**config.mk**
```make
export PLATFORM = sky130hd
export DESIGN_NAME = reel_speed_scheduler
export DESIGN_NICKNAME = d
export VERILOG_FILES = /design/src/rtl/reel_speed_scheduler.sv
export SDC_FILE = /design/constraint.sdc
export NUM_CORES = 1
export LEC_CHECK = 0
export ABC_AREA = 1
export CAP_MARGIN = 10
export CORE_ASPECT_RATIO = 0.9
export CORE_MARGIN = 4
export CORE_UTILIZATION = 55
export CTS_BUF_LIST = sky130_fd_sc_hd__clkbuf_8
export CTS_CLUSTER_DIAMETER = 40
export DETAILED_ROUTE_END_ITERATION = 10
export PLACE_DENSITY = 0.73
export SLEW_MARGIN = 25
export SYNTH_ARGS = -nofsm -noshare
export SYNTH_HDL_FRONTEND = slang
export SYNTH_SLANG_ARGS = --single-unit
```
**constraint.sdc**
```tcl
create_clock -name clk -period 3.35 [get_ports clk]
set_input_delay 0.5025 -clock clk [delete_from_list [all_inputs] [get_ports clk]]
set_output_delay 0.5025 -clock clk [all_outputs]
set_load 0.05 [all_outputs]
```
**src/rtl/reel_speed_scheduler.sv**
```systemverilog
// Spin-cycle sequencer for one reel: ramps a clock-divider speed value up, holds it
// for a timed run, ramps it back down, and pulses the divider restart on spin start.
module reel_speed_scheduler #(
  parameter int MAX_SPEED  = 50000000,
  parameter int MIN_SPEED  = 1,
  parameter int TOP_SPEED  = 40,
  parameter int ACCEL_STEP = 1,
  parameter int DECEL_STEP = 1,
  parameter int RUN_TICKS  = 1000,
  parameter int RUN_W      = 16
) (
  input  logic        clk,
  input  logic        rst,
  input  logic        start,
  input  logic        stop,
  input  logic        tick,
  output logic [25:0] speed,
  output logic        div_rst,
  output logic        spinning,
  output logic        done
);

  // TOP_SPEED can never exceed the divider numerator.
  localparam int TOP_CLAMP = (TOP_SPEED > MAX_SPEED) ? MAX_SPEED : TOP_SPEED;

  localparam logic [26:0] TOP_EXT   = 27'(TOP_CLAMP);
  localparam logic [26:0] ACCEL_EXT = 27'(ACCEL_STEP);
  localparam logic [26:0] FLOOR_EXT = 27'(MIN_SPEED) + 27'(DECEL_STEP);
  localparam logic [25:0] MIN_26    = 26'(MIN_SPEED);
  localparam logic [25:0] TOP_26    = 26'(TOP_CLAMP);
  localparam logic [25:0] DECEL_26  = 26'(DECEL_STEP);
  localparam logic [RUN_W-1:0] RUN_LOAD = (RUN_TICKS == 0) ? RUN_W'(1) : RUN_W'(RUN_TICKS);

  typedef enum logic [1:0] {
    IDLE  = 2'd0,
    ACCEL = 2'd1,
    RUN   = 2'd2,
    DECEL = 2'd3
  } state_t;

  state_t           state;
  logic [RUN_W-1:0] run_cnt;

  logic [26:0] speed_ext;
  logic [26:0] accel_sum;
  logic [25:0] accel_speed;
  logic [25:0] decel_diff;
  logic [25:0] decel_speed;

  // Widened arithmetic so neither direction can wrap before clamping.
  assign speed_ext   = {1'b0, speed};
  assign accel_sum   = speed_ext + ACCEL_EXT;
  assign accel_speed = (accel_sum >= TOP_EXT) ? TOP_26 : accel_sum[25:0];
  assign decel_diff  = speed - DECEL_26;
  assign decel_speed = (speed_ext >= FLOOR_EXT) ? decel_diff : MIN_26;

  always_ff @(posedge clk or negedge rst) begin
    if (!rst) begin
      state    <= IDLE;
      speed    <= MIN_26;
      div_rst  <= 1'b0;
      spinning <= 1'b0;
      done     <= 1'b0;
      run_cnt  <= '0;
    end else begin
      div_rst <= 1'b0;
      done    <= 1'b0;
      case (state)
        IDLE: begin
          if (start) begin
            state    <= ACCEL;
            speed    <= MIN_26;
            div_rst  <= 1'b1;
            spinning <= 1'b1;
          end
        end
        ACCEL: begin
          if (stop) begin
            state <= DECEL;
          end else if (tick) begin
            speed <= accel_speed;
            if (accel_speed == TOP_26) begin
              state   <= RUN;
              run_cnt <= RUN_LOAD;
            end
          end
        end
        RUN: begin
          // stop takes priority over tick and freezes the run counter.
          if (stop) begin
            state <= DECEL;
          end else if (tick) begin
            if (run_cnt <= RUN_W'(1)) begin
              state <= DECEL;
            end else begin
              run_cnt <= run_cnt - RUN_W'(1);
            end
          end
        end
        DECEL: begin
          if (tick) begin
            speed <= decel_speed;
            if (decel_speed == MIN_26) begin
              state    <= IDLE;
              done     <= 1'b1;
              spinning <= 1'b0;
            end
          end
        end
        default: state <= IDLE;
      endcase
    end
  end

endmodule

```
# After elaboration in Yosys (flattened, before gate mapping)

Cells that the tools add are included.

Add/subtract/negate cells: 3
Reductions and logical operators: 8
Equality and inequality tests: 18
Magnitude comparators: 3
Muxes and demuxes: 33

Operators with widths:

| kind                                                                    | number |
|---|---|
| 26-bit 2-to-1 mux                                                       | 6 |
| 16-bit 2-to-1 mux                                                       | 6 |
| 26-bit one-hot mux with 3 select lines                                  | 1 |
| 16-bit one-hot mux with 2 select lines                                  | 1 |
| 26-bit by 1-bit adder with 27-bit output (second input constant)        | 1 |
| 27-bit by 6-bit >= comparator with 1-bit output (second input constant) | 1 |
| 26-bit by 1-bit == test with 1-bit output (second input constant)       | 1 |
| 26-bit by 6-bit == test with 1-bit output (second input constant)       | 1 |
| 26-bit by 2-bit >= comparator with 1-bit output (second input constant) | 1 |
| 26-bit by 1-bit subtractor with 26-bit output (second input constant)   | 1 |
| 2-bit 2-to-1 mux                                                        | 9 |
| 2-bit inequality test (second input constant)                           | 9 |
| 16-bit by 1-bit <= comparator with 1-bit output (second input constant) | 1 |
| 16-bit by 1-bit subtractor with 16-bit output (second input constant)   | 1 |
| 7-bit AND reduction                                                     | 2 |
| 3-bit inequality test (second input constant)                           | 4 |
| 1-bit 2-to-1 mux                                                        | 8 |
| 2-bit one-hot mux with 4 select lines                                   | 1 |
| 5-bit AND reduction                                                     | 1 |
| 2-bit == test (second input constant)                                   | 2 |
| 4-bit AND reduction                                                     | 1 |
| 2-bit nonzero test                                                      | 2 |
| 3-bit nonzero test                                                      | 1 |
| 2-bit by 1-bit == test with 1-bit output (second input constant)        | 1 |
| other kinds (2)                                                         | 2 |

Register bits: 47
Logic and storage cells: 71

# Depth between registers and ports, before layout

Depth in word-level cells: 8
Depth in mapped cells: 19
Mapped depth without buffers: 18

# Worst setup path after synthesis

Ideal clock, no wire load.

Path kind: reg2reg
From: register speed[1]
To: register state[0]
Cell stages (with the launch flop): 19
Arrival time: 2.386 ns
Buffers on the path: 1
Required time: 3.233 ns
Setup time: 0.117 ns
Setup slack: 0.847 ns
Cell sequence: dfrtp_1 > inv_1 > ha_1 > clkbuf_1 > nand2_1 > nor2_1 > nand3_1 > nand2_1 > inv_1 > nand2_2 > nand2_1 > nor2_1 > nand2_1 > nor2_2 > nand2_1 > nand2_2 > nand3_2 > nand2_1 > nand2_1

Cells in the longest elaborated chain, start to end: 6
Elaborated cells on any way between the ends: 11
Classes of those cells: add/sub: 2; order compare: 2; eq/ne: 4; mux: 2; reduce/logical: 1

RTL lines:

| item                                            | RTL line | RTL |
|---|---|---|
| start, declared                                 | 17       | `output logic [25:0] speed,` |
| start signal, assigned                          | 81       | `speed <= accel_speed;` |
| start signal, assigned                          | 102      | `speed <= decel_speed;` |
| 26-bit by 1-bit adder with 27-bit output        | 52       | `assign accel_sum = speed_ext + ACCEL_EXT;` |
| 27-bit by 6-bit >= comparator with 1-bit output | 53       | `assign accel_speed = (accel_sum >= TOP_EXT) ? TOP_26 : accel_sum[25:0];` |
| 26-bit 2-to-1 mux                               | 53       |  |
| 26-bit by 6-bit == test with 1-bit output       | 82       | `if (accel_speed == TOP_26) begin` |
| 3-bit inequality test (no source line)          | -        |  |
| 7-bit AND reduction (no source line) (*)        | -        |  |
| end signal, assigned                            | 59       | `state <= IDLE;` |
| end signal, assigned                            | 79       | `state <= DECEL;` |
| end signal, assigned                            | 83       | `state <= RUN;` |
| end, declared                                   | 41       | `state_t state;` |

Every way passes the cells marked *; elsewhere a longest branch is shown, timed or not.
A chain may end at the register's enable or synchronous reset.

# Final worst setup path

From: register speed[0]
To: register run_cnt[3]

Cells in the longest elaborated chain, start to end: 6

RTL lines:

| item                                            | RTL line | RTL |
|---|---|---|
| 26-bit by 1-bit adder with 27-bit output (*)    | 52       |  |
| 27-bit by 6-bit >= comparator with 1-bit output | 53       |  |
| 26-bit 2-to-1 mux (*)                           | 53       |  |
| 26-bit by 6-bit == test with 1-bit output (*)   | 82       |  |
| 2-bit inequality test (no source line) (*)      | -        |  |
| 7-bit AND reduction (no source line) (*)        | -        |  |
| end signal, assigned                            | 96       | `run_cnt <= run_cnt - RUN_W'(1);` |
| end, declared                                   | 42       | `logic [RUN_W-1:0] run_cnt;` |

Marked as above.

==> results_tabular.tex <==
\begin{tabular}{lr}
\hline
Metric & Value \\
\hline
\multicolumn{2}{l}{\textbf{Run status}} \\
\quad Status & finished clean \\
\multicolumn{2}{l}{\textbf{Pwr}} \\
\quad Pwr Density & 758 mW/mm\^{}2 \\
\quad Relative contribution of the clock network to total power & 0.113 \\
\quad Overall power after layout & $\sim$3.5 mW \\
\quad Leakage Power & between 2 and 2.5 nW \\
\quad Relative contribution of combinational cells to total power & 0.626 \\
\quad Net Sw Power & 1.95 mW \\
\quad IR drop worst, VDD & 0.000830 V \\
\quad Int Pwr & between 1.5 and 2 mW \\
\quad Flop pwr share & 0.261 \\
\quad Switching portion of total power & 0.562 \\
\multicolumn{2}{l}{\textbf{Synth}} \\
\quad Count of synthesis-stage warnings from yosys & 0 \\
\quad Instance count of the mapped netlist & $\sim$650 \\
\quad Top cell type by total area after synthesis & sky130\_fd\_sc\_hd\_\_dfrtp\_1 \\
\quad Main combinational cell family by area after synthesis & simple AND/OR/NAND/NOR gates \\
\quad Mux share of post-synthesis cell area & 0 \\
\quad Area fraction in and, or, nand and nor cells after synthesis & 0.448 \\
\quad Compound-gate portion of the synthesized area & 0.0942 \\
\quad Top FF cell, synth & sky130\_fd\_sc\_hd\_\_dfrtp\_1 \\
\quad Ranking of synthesized cells by area & sky130\_fd\_sc\_hd\_\_dfrtp\_1, sky130\_fd\_sc\_hd\_\_nand2\_1, sky130\_fd\_sc\_hd\_\_nor2\_1 \\
\quad Number of distinct library cell variants in the gate-level netlist after synthesis & 34 \\
\quad Mapped Nets & around 670 \\
\quad Post-Syn Area & 0.00414 sq mm \\
\quad Post-synthesis adder-cell area fraction & 0.0302 \\
\quad Commonest cells in the synthesized netlist & sky130\_fd\_sc\_hd\_\_nand2\_1, sky130\_fd\_sc\_hd\_\_nor2\_1, sky130\_fd\_sc\_hd\_\_inv\_1, sky130\_fd\_sc\_hd\_\_nand3\_1, sky130\_fd\_sc\_hd\_\_dfrtp\_1 \\
\quad Async set-reset flop share out of synthesis & 1.00 \\
\quad \#FFs+latches synth & 47 \\
\quad Most frequently used cell type in the post-synthesis netlist & sky130\_fd\_sc\_hd\_\_nand2\_1 \\
\quad Portion of synthesized cell area occupied by the leading cell type & 0.278 \\
\quad Xor/xnor share of the synthesized area & 0.0465 \\
\quad Number of flops mapped to enable cells by yosys & 0 \\
\quad Per-instance average area after synthesis & between 6 and 7 sq um \\
\quad Sequential share of the synthesized area & 0.284 \\
\multicolumn{2}{l}{\textbf{Job}} \\
\quad Max-capacitance violation count & 0 \\
\multicolumn{2}{l}{\textbf{GRT}} \\
\quad Busiest grt layer & met1 \\
\quad Global routing met2 resource utilization & 0.409 \\
\quad Initial antenna violation count & 0 \\
\quad Largest net degree at the start of global routing & 33 \\
\quad Gr usage total & 0.282 \\
\quad Global Route met1 Usage & 0.424 \\
\quad Total global routing overflow & 0 \\
\quad Routing usage on met3 & 0.0564 \\
\quad Vias in the first global route & slightly above 4000 \\
\quad Wire length of the first global-routing pass & approximately 21000 microns \\
\multicolumn{2}{l}{\textbf{Drt}} \\
\quad Vias per std cell & $\sim$5.7 \\
\quad Average detailed-routed wire length per instance & $\sim$16 microns \\
\quad Drt drc & 0 \\
\quad Number of detailed-routing iterations run before antenna repair & 6 \\
\quad Antenna-violating nets left & 0 \\
\quad Number of DRC markers after the initial detailed-route iteration & 429 \\
\quad Routed wire length & $\sim$12000 microns \\
\quad Total number of vias & 4400 \\
\multicolumn{2}{l}{\textbf{Placed design}} \\
\quad Dpl ws & about 0.43 ns \\
\quad Cell area reported after detailed placement & about 0.0045 sq mm \\
\quad Final HPWL from detailed placement & $\sim$9400 microns \\
\quad Port Buf Inserts & 33 \\
\quad Post-Place Cells & 762 \\
\quad Final estimated routing congestion in global placement & 1.01 \\
\multicolumn{2}{l}{\textbf{Timing}} \\
\quad Unrepaired setup endpoints after global routing & false \\
\quad Final hold vios & 0 \\
\quad Worst-margin pin slew & roughly 0.71 ns \\
\quad Aggregate negative setup slack & 0 ns \\
\quad Clock Skew & roughly 0.0064 ns \\
\quad Final period demand of the worst path & between 2 and 3 ns \\
\quad Final setup vio count & 0 \\
\quad Post-route setup slack & 0.385 ns \\
\quad Max-slew headroom & 0.529 \\
\quad Highest attainable clock frequency & between 0.3 and 0.4 GHz \\
\quad Fin crit share & 0.885 \\
\quad Max-slew violations & 0 \\
\multicolumn{2}{l}{\textbf{Clock network}} \\
\quad TritonCTS Buffers & 5 \\
\quad CTS Hold Bufs & 0 \\
\quad Clock input transition at the sequential cells of the worst setup and hold paths & roughly 0.10 ns \\
\quad Clk root buf & sky130\_fd\_sc\_hd\_\_clkbuf\_8 \\
\quad Latest clock arrival within the worst-skew pair & between 0.3 and 0.4 ns \\
\quad Count of clock tree sinks & 47 \\
\quad \# H-tree levels & 2 \\
\quad Post-CTS Repair Setup Buffers & 0 \\
\quad Clock Path Buffers & 2 \\
\quad TritonCTS clock tree & done \\
\multicolumn{2}{l}{\textbf{Final layout}} \\
\quad Area used by multi-input combinational logic & $\sim$0.0026 sq mm \\
\quad Fraction of layout instances using a drive strength above 1 & 0.0812 \\
\quad Net count, final & between 600 and 700 \\
\quad Post-route design area & about 0.0046 sq mm \\
\quad Fillers & about 670 \\
\quad ANT cells & 0 \\
\quad Area growth, synth to finish & 10.5\% \\
\quad Post-Layout Cell Count & 770 \\
\quad Sequential cell area & 0.00118 sq mm \\
\multicolumn{2}{l}{\textbf{Setup path}} \\
\quad Setup crit start kind & flop \\
\quad CP endpoint kind & flop \\
\quad Highest net fanout along the worst path & 21 \\
\quad Worst EP required & between 3 and 4 ns \\
\quad Data arrival at the endpoint of the critical path & 3.17 ns \\
\quad Crit Path Category & reg -> reg \\
\multicolumn{2}{l}{\textbf{Worst hold path}} \\
\quad Path type of the worst min-delay path & in -> async \\
\multicolumn{2}{l}{\textbf{Die}} \\
\quad Chip Height & $\sim$90 microns \\
\quad Area enclosed by the die boundary & 0.00899 sq mm \\
\quad Initial Utilization & 0.577 \\
\quad Area of the core & about 0.0072 sq mm \\
\quad Number of top-level pins & 34 \\
\quad Number of placement rows & 29 \\
\quad Horizontal die dimension & approximately 100 microns \\
\hline
\end{tabular}
==> cell type report <==
type / count / share of cell area
Clock buffer: 6 / 0.0180
Clock inverter: 2 / 0.00355
Inverter: 64 / 0.0524
Multi-Input combinational cell: 518 / 0.561
Sequential cell: 47 / 0.257
Tap cell: 93 / 0.0254
Timing Repair Buffer: 40 / 0.0825
==> kinds of logic (layout without fill, tap and decap cells) <==
family | count (synthesis) | in the layout
AO/OA/AOI/OAI | 65 | 65
buffers and inverters | 87 | 112
AND/OR/NAND/NOR | 421 | 421
XOR/XNOR | 22 | 22
flip-flops | 47 | 47
adder cells (fa/ha/maj) | 10 | 10
==> power groups by stage <==
stage | Clock, mW | Combinational [mW] | Sequential (mW)
final | 0.394 | 2.17 | 0.905
after global routing | 0.415 | 2.40 | 0.932
after CTS | 0.398 | 2.14 | 0.900
after detailed placement | 0 | 2.13 | 0.909
after global placement | 0 | 2.11 | 0.904
after floorplan | 0 | 1.50 | 1.02
==> what timing repair did <==
action	4_1_cts	5_1_grt
hold endpoints to repair	0	0
gates resized for setup	0	1
setup endpoints to repair	0	5
==> stage by stage <==
| stage | utilization | hold WS (ns) |
|---|---|---|
| 2_1_floorplan | - | 0.207 |
| 3_3_place_gp | 0.623 | 0.465 |
| 3_5_place_dp | 0.623 | 0.471 |
| 4_1_cts | 0.637 | 0.249 |
| 5_1_grt | 0.638 | 0.278 |
| 6_report | 0.638 | 0.219 |
==> worst paths after layout <==
check | end | slack (ns) | cells past startpoint | startpoint
worst max-delay path | run_cnt[3] | 0.39 | 16 | speed[0]
worst min-delay path | speed[21] | 0.22 | 1 | rst
worst max register to register | run_cnt[3] | 0.39 | 16 | speed[0]
worst min register to register | run_cnt[6] | 0.49 | 2 | run_cnt[6]
max in group asynchronous | speed[0] | 2.35 | 2 | rst
min in group clk | run_cnt[6] | 0.49 | 2 | run_cnt[6]
==> registers in the layout, indices dropped and copies added (netlist names) <==
| signal | flops |
|---|---|
| speed | 26 |
| done | 1 |
| run_cnt | 16 |
| state | 2 |
| spinning | 1 |
| div_rst | 1 |
==> cells in the final DEF (no fill, tap or decap), drive strengths merged <==
cell type / count
nand2: 214
nor2: 115
inv: 64
nand3: 63
dfrtp: 46
clkdlybuf4s50: 32
o21ai: 28
xor2: 20
nand4: 18
o22ai: 15
o31ai: 11
ha: 10
buf: 8
clkbuf: 6
a31oi: 4
and2: 3
nand3b: 2
nor3: 2
a21oi: 2
or2: 2
o211ai: 2
nor4: 2
xnor2: 2
o21bai: 1
a211oi: 1
o221ai: 1
clkinvlp: 1
clkinv: 1
dfstp: 1
==> per-layer routing <==
metal,vias up,wire (microns)
met5,-,0
met1,2029,5740
met2,193,5270
met3,21,1130
li1,2157,-
met4,0,213
==> critical path, stage by stage (launching register included) <==
cell and delay, ns:
sky130_fd_sc_hd__dfstp_2 0.61, sky130_fd_sc_hd__ha_1 0.23, sky130_fd_sc_hd__nand2_1 0.11, sky130_fd_sc_hd__nor2_2 0.20, sky130_fd_sc_hd__nand2_2 0.15, sky130_fd_sc_hd__nor2_2 0.18
sky130_fd_sc_hd__nand2_1 0.08, sky130_fd_sc_hd__nand2_1 0.07, sky130_fd_sc_hd__nand2_1 0.05, sky130_fd_sc_hd__nor2_1 0.09, sky130_fd_sc_hd__nand2_1 0.09, sky130_fd_sc_hd__nor2_2 0.14
sky130_fd_sc_hd__nand4_1 0.16, sky130_fd_sc_hd__nand2_4 0.25, sky130_fd_sc_hd__inv_2 0.15, sky130_fd_sc_hd__nand2_1 0.18, sky130_fd_sc_hd__nand3_1 0.10
Power figures use the tool's default switching activity.
